--- src/rtl/updown_pkg.sv ---
// Shared types for the up/down count-bus decoder: FSM states and step classes.
package updown_pkg;

    typedef enum logic [2:0] {
        S_IDLE      = 3'd0,
        S_ACQ       = 3'd1,
        S_LOCK_UP   = 3'd2,
        S_LOCK_DOWN = 3'd3,
        S_FAULT     = 3'd4
    } state_t;

    typedef enum logic [1:0] {
        STEP_UP   = 2'd0,
        STEP_DOWN = 2'd1,
        STEP_HOLD = 2'd2,
        STEP_JUMP = 2'd3
    } step_t;

endpackage

--- src/rtl/step_classifier.sv ---
// Combinational classifier: modular difference between two count samples
// mapped to UP/DOWN/HOLD/JUMP, plus detection of a max<->0 crossing.
module step_classifier
    import updown_pkg::*;
#(
    parameter int unsigned WIDTH = 3
) (
    input  logic [WIDTH-1:0] prev,
    input  logic [WIDTH-1:0] count_in,
    output step_t            step,
    output logic             wrap_hit
);

    logic [WIDTH-1:0] delta;

    always_comb begin
        delta    = count_in - prev;
        step     = STEP_JUMP;
        wrap_hit = 1'b0;
        if (delta == WIDTH'(1)) begin
            step     = STEP_UP;
            wrap_hit = (count_in == '0);
        end else if (delta == '1) begin
            step     = STEP_DOWN;
            wrap_hit = (count_in == '1);
        end else if (delta == '0) begin
            step = STEP_HOLD;
        end
    end

endmodule

--- src/rtl/updown_count_decoder.sv ---
// Monitor-path decoder for an up/down counter bus: recovers direction, run
// length and wrap events, and escalates repeated illegal jumps to FAULT.
module updown_count_decoder
    import updown_pkg::*;
#(
    parameter int unsigned WIDTH     = 3,
    parameter int unsigned STEP_W    = 8,
    parameter int unsigned ERR_LIMIT = 2
) (
    input  logic              clk,
    input  logic              reset,
    input  logic              sample_valid,
    input  logic [WIDTH-1:0]  count_in,
    output logic              dir,
    output logic              locked,
    output logic              wrap,
    output logic              step_err,
    output logic [STEP_W-1:0] steps,
    output logic              fault
);

    localparam int unsigned ERR_W = $clog2(ERR_LIMIT + 1);
    localparam logic [STEP_W-1:0] STEPS_MAX = '1;

    state_t            state_q;
    state_t            state_d;
    logic [WIDTH-1:0]  prev_q;
    logic [ERR_W-1:0]  errcnt_q;
    logic [ERR_W-1:0]  errcnt_d;
    logic [ERR_W-1:0]  err_inc;
    logic              dir_d;
    logic              wrap_d;
    logic              step_err_d;
    logic [STEP_W-1:0] steps_d;
    step_t             step;
    logic              wrap_hit;

    step_classifier #(.WIDTH(WIDTH)) u_classifier (
        .prev     (prev_q),
        .count_in (count_in),
        .step     (step),
        .wrap_hit (wrap_hit)
    );

    // Next-state and next-output logic; pulses default low every cycle.
    always_comb begin
        state_d    = state_q;
        errcnt_d   = errcnt_q;
        dir_d      = dir;
        steps_d    = steps;
        wrap_d     = 1'b0;
        step_err_d = 1'b0;
        err_inc    = errcnt_q + ERR_W'(1);

        if (sample_valid) begin
            unique case (state_q)
                S_IDLE: begin
                    state_d = S_ACQ;
                end
                S_FAULT: begin
                    if (step == STEP_JUMP) begin
                        step_err_d = 1'b1;
                    end else begin
                        state_d  = S_ACQ;
                        errcnt_d = '0;
                    end
                end
                S_ACQ, S_LOCK_UP, S_LOCK_DOWN: begin
                    wrap_d = wrap_hit;
                    unique case (step)
                        STEP_UP: begin
                            errcnt_d = '0;
                            if (state_q == S_LOCK_UP) begin
                                steps_d = (steps == STEPS_MAX) ? steps : steps + STEP_W'(1);
                            end else begin
                                state_d = S_LOCK_UP;
                                dir_d   = 1'b1;
                                steps_d = STEP_W'(1);
                            end
                        end
                        STEP_DOWN: begin
                            errcnt_d = '0;
                            if (state_q == S_LOCK_DOWN) begin
                                steps_d = (steps == STEPS_MAX) ? steps : steps + STEP_W'(1);
                            end else begin
                                state_d = S_LOCK_DOWN;
                                dir_d   = 1'b0;
                                steps_d = STEP_W'(1);
                            end
                        end
                        STEP_HOLD: begin
                            errcnt_d = '0;
                        end
                        default: begin
                            step_err_d = 1'b1;
                            errcnt_d   = err_inc;
                            if (32'(err_inc) >= ERR_LIMIT) begin
                                state_d = S_FAULT;
                                steps_d = '0;
                            end
                        end
                    endcase
                end
                default: begin
                    state_d = S_IDLE;
                end
            endcase
        end
    end

    always_ff @(posedge clk or posedge reset) begin
        if (reset) begin
            state_q  <= S_IDLE;
            prev_q   <= '0;
            errcnt_q <= '0;
            dir      <= 1'b0;
            locked   <= 1'b0;
            wrap     <= 1'b0;
            step_err <= 1'b0;
            steps    <= '0;
            fault    <= 1'b0;
        end else begin
            state_q  <= state_d;
            errcnt_q <= errcnt_d;
            dir      <= dir_d;
            wrap     <= wrap_d;
            step_err <= step_err_d;
            steps    <= steps_d;
            locked   <= (state_d == S_LOCK_UP) || (state_d == S_LOCK_DOWN);
            fault    <= (state_d == S_FAULT);
            if (sample_valid) begin
                prev_q <= count_in;
            end
        end
    end

endmodule

--- config.mk ---
export PLATFORM = sky130hd
export DESIGN_NAME = updown_count_decoder
export DESIGN_NICKNAME = d
export VERILOG_FILES = /design/src/rtl/updown_pkg.sv /design/src/rtl/step_classifier.sv /design/src/rtl/updown_count_decoder.sv
export SDC_FILE = /design/constraint.sdc
export NUM_CORES = 1
export LEC_CHECK = 0
export CAP_MARGIN = 20
export CORE_ASPECT_RATIO = 0.6
export CORE_MARGIN = 2
export CORE_UTILIZATION = 57
export DETAILED_ROUTE_END_ITERATION = 10
export PLACE_DENSITY_LB_ADDON = 0.1
export SLEW_MARGIN = 20
export SYNTH_ARGS = -nofsm -noshare
export SYNTH_HDL_FRONTEND = slang
export SYNTH_SLANG_ARGS = --single-unit
--- constraint.sdc ---
create_clock -name clk -period 6.12 [get_ports clk]
set_input_delay 1.224 -clock clk [delete_from_list [all_inputs] [get_ports clk]]
set_output_delay 1.224 -clock clk [all_outputs]
set_load 0.02 [all_outputs]
* Yosys cells after proc, flatten, opt, wreduce, memory -nomap -nowiden
Index checks and enable logic that the tools add are counted.
Storage, ports and cells: logic and storage cells 73, output and inout port bits 13, input bits 6, register bits after elaboration 21
Operators by class: equal/unequal tests 17, muxes and demuxes 29, reduce and logical (&&, ||, !) cells 13, bitwise logic cells 1, add/sub/neg operators 3, magnitude comparators 1
Operators with widths (count):
- $mux 8 | 4
- $pmux 8 s3 | 1
- $pmux 3 s3 | 2
- $mux 3 | 5
- $eq 3x2->1 const B | 4
- $eq 3x3->1 const B | 4
- $mux 1 | 10
- $logic_not 3->1 | 3
- $add 8x1->8 const B | 1
- $eq 8x8->1 const B | 1
- $mux 2 | 4
- $eq 3x1->1 const B | 2
- $ne 2x2->1 const B | 3
- $reduce_or 3->1 | 2
- $reduce_and 5->1 | 1
- $eq 2x2->1 const B | 2
- $pmux 1 s2 | 2
- $pmux 2 s2 | 1
- $reduce_and 4->1 | 1
- $reduce_bool 2->1 | 2
- $reduce_and 3->1 | 1
- $reduce_bool 3->1 | 1
- $sub 3x3->3 | 1
- $add 2x1->2 const B | 1
- 5 further kinds | 5

* Longest topological paths before layout
Gate-level depths: netlist (run 1).
word-level depth 11, gate-level depth with buffers 10, depth with buffers taken out 8

* Modules after synthesis
From an unflattened synthesis (run 1), not the netlist that was laid out.
Second synthesis, totals: cells, all modules 127, area total of the unflattened synthesis 1251.2 µm²
By module, submodules not included:
- updown_count_decoder | cells each 114, times used 1, area each 1144.8 µm²
- step_classifier | cells each 13, times used 1, area each 106.4 µm²

* Worst setup path after synthesis (run 1)
No wires, ideal clock.
path kind input -> register, start input port count_in[0], end register steps[1], setup time 122 ps, cell stages on the path 9, setup slack 2863 ps, data arrival time 3135 ps, path through inv_1 > ha_1 > fa_1 > buf_2 > nor3b_1 > o21a_1 > o31ai_1 > nor2_1 > a32o_1
On the way: longest elaborated chain between the ends 8, elaborated cells on any way between the ends 14, those cells by class 1 x add/sub; 4 x eq/ne; 4 x mux; 1 x bitwise; 4 x reduce/logical
RTL lines:
- from (decl) | RTL line updown_count_decoder.sv:13 | input logic [WIDTH-1:0] count_in,
- $sub 3x3->3 * | RTL line step_classifier.sv:17 | delta = count_in - prev;
- $logic_not 3->1 | RTL line step_classifier.sv:26 | end else if (delta == '0) begin
- $mux 1 | RTL line step_classifier.sv:26
- $mux 2 | RTL line step_classifier.sv:23 | end else if (delta == '1) begin
- $mux 2 * | RTL line step_classifier.sv:20 | if (delta == WIDTH'(1)) begin
- $eq 2x1->1, or another cell as far along | RTL line updown_count_decoder.sv:70 | unique case (step)
- $reduce_bool 3->1 (no line) / $not 1->1 (equally long branches)
- $reduce_and 4->1 (no line)
- to (signal assigned) | RTL line updown_count_decoder.sv:128 | steps <= steps_d;
- to (decl) | RTL line updown_count_decoder.sv:18 | output logic [STEP_W-1:0] steps,
Mark *: on every way between the ends. The rest lies on a longest branch, timed or not. A chain may end at the register's enable or synchronous reset.

* Worst setup path in the final report (run 1)
Same ends and word-level chain as after synthesis.

==> results of run 1 <==
[registers in the layout, summed over array words and instances, names as in the netlist]
register  flops
steps         8
step_err      1
fault         1
state_q       3
locked        1
errcnt_q      2
wrap          1
prev_q        3
dir           1
[placed cells by master (no fill, tap or decap), types with 3 or more instances in the layout]
cell | netlist | routed
sky130_fd_sc_hd__a31oi_1 | 3 | 3
sky130_fd_sc_hd__mux2_2 | 3 | 3
sky130_fd_sc_hd__and3_1 | 3 | 3
sky130_fd_sc_hd__nor2_1 | 10 | 10
sky130_fd_sc_hd__clkdlybuf4s50_1 | 0 | 18
sky130_fd_sc_hd__clkbuf_8 | 0 | 3
sky130_fd_sc_hd__inv_1 | 8 | 8
sky130_fd_sc_hd__o31ai_1 | 3 | 3
sky130_fd_sc_hd__o21ai_0 | 6 | 6
sky130_fd_sc_hd__nand2_1 | 8 | 8
sky130_fd_sc_hd__nor3_1 | 7 | 7
sky130_fd_sc_hd__a21oi_1 | 8 | 8
sky130_fd_sc_hd__o21a_1 | 4 | 4
sky130_fd_sc_hd__dfrtp_1 | 21 | 21
[cells in the mapped netlist, types with 2 or more instances]
| master | count | share of area (%) |
|---|---|---|
| sky130_fd_sc_hd__o31ai_1 | 3 | 1.7 |
| sky130_fd_sc_hd__a32o_1 | 2 | 1.5 |
| sky130_fd_sc_hd__o21a_1 | 4 | 2.3 |
| sky130_fd_sc_hd__buf_2 | 5 | 1.9 |
| sky130_fd_sc_hd__nand2_2 | 2 | 0.95 |
| sky130_fd_sc_hd__nand3_1 | 2 | 0.76 |
| sky130_fd_sc_hd__mux2_2 | 3 | 2.6 |
| sky130_fd_sc_hd__nor3b_1 | 2 | 1.1 |
| sky130_fd_sc_hd__a22o_1 | 2 | 1.3 |
| sky130_fd_sc_hd__dfrtp_1 | 21 | 40 |
| sky130_fd_sc_hd__and3_1 | 3 | 1.4 |
| sky130_fd_sc_hd__nand4_1 | 2 | 0.95 |
| sky130_fd_sc_hd__nor2b_1 | 2 | 0.95 |
| sky130_fd_sc_hd__inv_1 | 8 | 2.3 |
| sky130_fd_sc_hd__or3_1 | 2 | 0.95 |
| sky130_fd_sc_hd__nand2_1 | 8 | 2.3 |
| sky130_fd_sc_hd__nor3_1 | 7 | 2.6 |
| sky130_fd_sc_hd__nor2_1 | 10 | 2.8 |
| sky130_fd_sc_hd__xnor2_1 | 2 | 1.3 |
| sky130_fd_sc_hd__ha_1 | 2 | 1.9 |
| sky130_fd_sc_hd__o21ai_0 | 6 | 2.3 |
| sky130_fd_sc_hd__a21o_1 | 2 | 1.1 |
| sky130_fd_sc_hd__a31oi_1 | 3 | 1.4 |
| sky130_fd_sc_hd__a21oi_1 | 8 | 3.0 |
| sky130_fd_sc_hd__a41oi_1 | 2 | 1.3 |
[logic make-up after synthesis]
family,Yosys count,share of synthesized area [%]
simple gates,46,18.3
compound gates,45,25.0
flops,21,39.7
buf+inv,15,5.29
xor+xnor,4,5.01
mux,4,3.31
fa+ha+maj,3,3.40
[cell type report]
cell class | count | share of cell area [%]
inverters | 8 | 1.94
clock inverters | 1 | 0.323
repair buffers | 18 | 11.6
multi-input cells | 102 | 47.0
clock buffers | 3 | 2.67
well taps | 30 | 2.43
flip-flops and latches | 21 | 34.0
[worst max-delay path, delay by kind of cell]
kind / cells / cell delay (ns)
adders and majority gates: 2 / 0.94
buffers and inverters: 2 / 0.58
AOI/OAI and AO/OA: 3 / 1.12
and+or+nand+nor: 2 / 0.23
[final timing paths]
kind / from / endpoint / slack [ns] / cells after the start
min in group asynchronous: reset / steps[6] / 1.41 / 2
max reg2reg: prev_q[0] / steps[1] / 3.37 / 7
max: count_in[0] / steps[1] / 2.19 / 9
min reg2reg: prev_q[0] / prev_q[0] / 0.51 / 1
max in group asynchronous: reset / wrap / 4.21 / 2
min: prev_q[0] / prev_q[0] / 0.51 / 1
[per-stage QoR]
step / util, % / hold slack (ns) / instances / total power [mW] / worst slack, ns
2_1_floorplan: - / 0.485 / 138 / 0.388 / 2.86
3_3_place_gp: 68.9 / 0.502 / 179 / 0.452 / 2.16
3_5_place_dp: 68.9 / 0.504 / 179 / 0.460 / 2.00
4_1_cts: 71.0 / 0.521 / 183 / 0.552 / 2.24
5_1_grt: 71.0 / 0.546 / 183 / 0.593 / 2.06
6_report: 71.0 / 0.514 / 183 / 0.555 / 2.19
[report_power, final]
| group | leakage [nW] | internal, mW | total [mW] | switching [mW] |
|---|---|---|---|---|
| logic | 0.370 | 0.110 | 0.261 | 0.152 |
| registers | 0.271 | 0.170 | 0.204 | 0.0341 |
| clock network | 0.0255 | 0.0453 | 0.0901 | 0.0447 |
[layer usage]
metal	part of all wire [%]	vias up
li1	-	550
met5	0	-
met2	45	51
met4	0.27	0
met3	6.9	2
met1	47	578
==> qor.log, run 1 <==
INFO  setup_path     cpPeakStageDelay=0.74ns
INFO  cells_and_area syn_to_final_growth=16.9%
INFO  flow_run       cap_viol_max_count=0
INFO  timing         worst_clock_skew=0.00248ns
INFO  grt            grt.total_usage=23.8%
INFO  routing        detail_route.wirelength=2.97mm
INFO  cells_and_area filler_cell_count=166
INFO  timing         grt_setup_unrepaired=false
INFO  die            die_w=66.2um
INFO  clock_network  clock_sinks=21
INFO  die            boundaryPins=19
INFO  timing         pins_over_slew_limit=0
INFO  setup_path     crit_required=6.27ns
INFO  placement      dpl-instance-area=0.00150mm2
INFO  cells_and_area num-nets-final=163
INFO  timing         report.final.hold_viol_count=0
INFO  timing         final_period_minus_worst_setup_slack=3.93ns
INFO  placement      gp_congestion=0.852
INFO  routing        total_number_of_vias=1,181
INFO  clock_network  clock_insertion_delay_worst_skew=0.26ns
INFO  setup_path     critical_path.slowest_cell=sky130_fd_sc_hd__fa_1
INFO  timing         max_freq=255MHz
INFO  die            core=0.00218mm2
INFO  routing        drt_pass1_iterations=5
INFO  routing        drt_first_iter_violations=152
INFO  clock_network  cts_hold_buf=0
INFO  cells_and_area multiInputGateArea=728um2
INFO  grt            groute.layer.met3.usage=6.45%
INFO  setup_path     critical_path.max_fanout=12
INFO  placement      hpwlAfterDp=2.17mm
INFO  grt            grt_overflow=0
INFO  timing         finalCritPeriodShare=64.1%
INFO  routing        remaining_drc_errors=0
INFO  synth          dominantRegCellSynth=sky130_fd_sc_hd__dfrtp_1
INFO  clock_network  clk_path_buf_depth=2
INFO  synth          synth.avg_cell_area=9.59um2
INFO  placement      buffer_ports.inserted=18
INFO  clock_network  clk_pin_slew=0.08ns
INFO  timing         final.setup.tns=0ns
INFO  timing         timing.slew.headroom=46.3%
INFO  timing         transition_time_of_the_tightest_slew_check_pin=0.805ns
INFO  grt            largest_net_degree_at_the_start_of_global_routing=22
INFO  clock_network  cts_tree=yes
INFO  grt            first_pass_grt_wire_length=4.73mm
INFO  timing         setup_violations=0
INFO  clock_network  clockRootBuffer=sky130_fd_sc_hd__clkbuf_8
INFO  die            die_y=41.3um
INFO  synth          ys_ff_latch=21
INFO  setup_path     timing.critical_path.arrival=4.07ns
INFO  grt            antenna_violations_before_repair=0
INFO  cells_and_area final_layout_size_suffix_gt1_share=11.1%
INFO  grt            grt_pass1_vias=1,053
INFO  clock_network  post_cts_resize_count=0
INFO  run_status     status=finished clean
INFO  cells_and_area final_cell_area_excluding_filler_cells=0.00155mm2
INFO  grt            groute.layer.met1.usage=32.5%
INFO  grt            grt.busiest_layer=met2
INFO  cells_and_area num_antenna_cells=0
INFO  power          pleak=0.666nW
INFO  clock_network  cts-htree-levels=1
INFO  worst_hold_path min-delay-path-class=register to register
INFO  cells_and_area seqCellArea=526um2
INFO  clock_network  cts_made_buffers=3
INFO  setup_path     worst_setup_path_start_kind=input pin
INFO  power          power_per_cell_area=359mW/mm2
INFO  synth          synth_edf_count=0
INFO  synth          synthDistinctLibCells=50
INFO  clock_network  postCtsSetupBuffers=0
INFO  synth          synth_seq_area_share=39.7%
INFO  synth          synthesized_net_count=147
INFO  setup_path     crit_type=input pin to register
INFO  setup_path     worstPathCellList=clkdlybuf4s50_1 > inv_1 > ha_1 > fa_1 > nor3b_1 > o21a_1 > o31ai_1 > nor2_1 > a32o_1
INFO  routing        number_of_antenna_violating_nets_in_the_routed_design=0
INFO  die            die_area=0.00274mm2
INFO  synth          asyncSetResetFlopFracSynth=100%
INFO  routing        wire_per_inst=16.2um
INFO  routing        vias_per_cell=6.45
INFO  synth          yosys_warnings=0
INFO  grt            global_route.usage.met2=39.8%
INFO  synth          postSynthCellCount=138
INFO  synth          post_syn_area=0.00132mm2
INFO  power          vdd_drop_max=0.000309V
INFO  die            start_util=60.7%
INFO  die            rows=13
INFO  setup_path     critical_path.endpoint_type=register
No activity file was read; power rests on OpenSTA's default activity.
==> inputs of run 2 (changes only) <==
--- a/config.mk
+++ b/config.mk
@@ -8,7 +8,7 @@
 export CAP_MARGIN = 20
 export CORE_ASPECT_RATIO = 0.6
 export CORE_MARGIN = 2
-export CORE_UTILIZATION = 57
+export CORE_UTILIZATION = 48
 export DETAILED_ROUTE_END_ITERATION = 10
 export PLACE_DENSITY_LB_ADDON = 0.1
 export SLEW_MARGIN = 20
==> constraint.sdc (replaced) <==
create_clock -name clk -period 3.31 [get_ports clk]
set_input_delay 0.662 -clock clk [delete_from_list [all_inputs] [get_ports clk]]
set_output_delay 0.662 -clock clk [all_outputs]
set_load 0.02 [all_outputs]
==> qor.log, run 2 (synthesis gave the netlist of run 1 again) <==
INFO  run_status     status=finished clean
INFO  routing        wire_per_inst=15.9um
INFO  routing        drt_first_iter_violations=103
INFO  die            rows=14
INFO  power          seq_power_share=35.2%
INFO  cells_and_area final_cell_area_excluding_filler_cells=0.00161mm2
INFO  cells_and_area commonest_cells_after_routing_fill_and_taps_aside=sky130_fd_sc_hd__dfrtp_1, sky130_fd_sc_hd__clkdlybuf4s50_1, sky130_fd_sc_hd__nor2_1
INFO  routing        vias_per_cell=6.10
INFO  cells_and_area post_layout_nonfiller_instances=193
INFO  cells_and_area num_antenna_cells=0
INFO  routing        detail_route.wirelength=3.06mm
INFO  timing         fin_ws=0.234ns
INFO  power          p_int=0.631mW
INFO  routing        number_of_antenna_violating_nets_in_the_routed_design=0
INFO  routing        total_number_of_vias=1,177
INFO  power          power.clock.fraction=16.3%
INFO  timing         final_period_minus_worst_setup_slack=3.08ns
INFO  flow_run       cap_viol_max_count=0
INFO  placement      dpl-instance-area=0.00156mm2
INFO  power          totalPowerFinal=1.07mW
INFO  placement      gp_congestion=0.863
INFO  timing         setup_violations=0
INFO  placement      pre_cts_ws=-0.0170ns
INFO  setup_path     worst_setup_path_start_kind=input pin
INFO  grt            largest_net_degree_at_the_start_of_global_routing=22
INFO  grt            antenna_violations_before_repair=0
INFO  clock_network  clock_insertion_delay_worst_skew=0.27ns
INFO  die            die_w=71.8um
INFO  power          pwr-share-comb=48.4%
INFO  cells_and_area num-nets-final=171
INFO  worst_hold_path min-delay-path-class=register to register
INFO  timing         timing.slew.headroom=45.6%
INFO  power          pleak=0.705nW
INFO  clock_network  clk_pin_slew=0.08ns
INFO  power          power.switching=0.439mW
INFO  grt            grt_overflow=0
INFO  setup_path     critical_path.max_fanout=10
INFO  grt            first_pass_grt_wire_length=5.35mm
INFO  clock_network  cts_tree=yes
INFO  routing        remaining_drc_errors=0
INFO  die            boundaryPins=19
INFO  die            core=0.00256mm2
INFO  die            die_y=44.7um
INFO  routing        drt_pass1_iterations=4
INFO  clock_network  postCtsSetupBuffers=0
INFO  power          power.share.switching=41.1%
INFO  setup_path     timing.critical_path.arrival=3.24ns
INFO  timing         pins_over_slew_limit=0
INFO  placement      hpwlAfterDp=2.28mm
INFO  clock_network  cts-htree-levels=1
INFO  placement      dpl.cell_count=189
INFO  grt            grt_pass1_vias=1,072
INFO  cells_and_area flip_flop_count_of_the_largest_register_all_copies_and_words_added=8
INFO  clock_network  clk_path_buf_depth=2
INFO  clock_network  post_cts_resize_count=0
INFO  placement      buffer_ports.inserted=18
INFO  timing         worst_clock_skew=0.00709ns
INFO  timing         report.final.hold_viol_count=0
INFO  cells_and_area final_layout_size_suffix_gt1_share=15.5%
INFO  clock_network  clockRootBuffer=sky130_fd_sc_hd__clkbuf_8
INFO  cells_and_area syn_to_final_growth=21.6%
INFO  setup_path     crit_type=input pin to register
INFO  die            start_util=51.8%
INFO  timing         grt_setup_unrepaired=false
INFO  setup_path     crit_required=3.48ns
INFO  timing         final.setup.tns=0ns
INFO  cells_and_area mostFrequentLayoutCell=sky130_fd_sc_hd__dfrtp_1
INFO  timing         finalCritPeriodShare=92.9%
INFO  cells_and_area registers.top_by_ff_count=steps
INFO  setup_path     critical_path.endpoint_type=register
INFO  power          vdd_drop_max=0.000441V
INFO  grt            grt.total_usage=22.1%
INFO  clock_network  cts_hold_buf=0
INFO  clock_network  cts_made_buffers=3
INFO  timing         max_freq=325MHz
INFO  power          power_per_cell_area=664mW/mm2
INFO  cells_and_area top_flop_regs=steps (8), prev_q (3), state_q (3)
INFO  die            die_area=0.00321mm2
INFO  clock_network  clock_sinks=21
INFO  timing         transition_time_of_the_tightest_slew_check_pin=0.815ns
[run 2: cell types whose count changed in the layout (fill, tap and decap cells not counted)]
| cell | delta |
|---|---|
| sky130_fd_sc_hd__buf_4 | +8 |
[run 2: per-layer routing]
layer	GRT usage [%]	part of all wire, %	up-vias	routed length [um]
met5	0	0	-	0
met4	4.91	0.69	0	21
met3	5.47	7.4	4	226
met2	32.4	43	46	1320
met1	33.1	49	563	1500
li1	-	-	564	-
[run 2: layout make-up]
cell class	count	area (um2)
Clock buffer	3	41.3
Clock inverter	1	5.00
Fill cell	225	947
Inverter	8	30.0
Multi-Input combinational cell	102	728
Sequential cell	21	526
Tap cell	32	40.0
Timing Repair Buffer	26	240
[run 2: worst max-delay path, cell delays in order]
cell	delay, ns
sky130_fd_sc_hd__clkdlybuf4s50_1	0.47
sky130_fd_sc_hd__inv_1	0.05
sky130_fd_sc_hd__ha_1	0.21
sky130_fd_sc_hd__fa_1	0.59
sky130_fd_sc_hd__nor3b_1	0.20
sky130_fd_sc_hd__o21a_1	0.20
sky130_fd_sc_hd__o31ai_1	0.48
sky130_fd_sc_hd__nor2_1	0.10
sky130_fd_sc_hd__a32o_1	0.27
[run 2: final timing paths]
path                             endpoint  slack [ns]  depth (start not counted)        start
worst max-delay path             steps[1]        0.23                          9  count_in[0]
min in group asynchronous       prev_q[0]        0.85                          2        reset
max in group asynchronous             dir        1.95                          2        reset
worst min-delay path            prev_q[0]        0.53                          1    prev_q[0]
worst min register to register  prev_q[0]        0.53                          1    prev_q[0]
worst max register to register   steps[1]        0.76                          7    prev_q[0]
[run 2: stage by stage]
| step | hold slack (ns) | util (%) |
|---|---|---|
| floorplan | 0.485 | - |
| global placement | 0.497 | 61.2 |
| detailed placement | 0.517 | 61.2 |
| CTS | 0.535 | 63.0 |
| global route | 0.564 | 63.0 |
| finish | 0.535 | 63.0 |
[run 2: power by group through the flow]
stage / Combinational [mW] / Sequential [mW] / Clock [mW]
finish: 0.518 / 0.377 / 0.175
global route: 0.563 / 0.389 / 0.187
CTS: 0.514 / 0.376 / 0.178
detailed placement: 0.509 / 0.381 / 0
global placement: 0.499 / 0.377 / 0
floorplan: 0.331 / 0.387 / 0
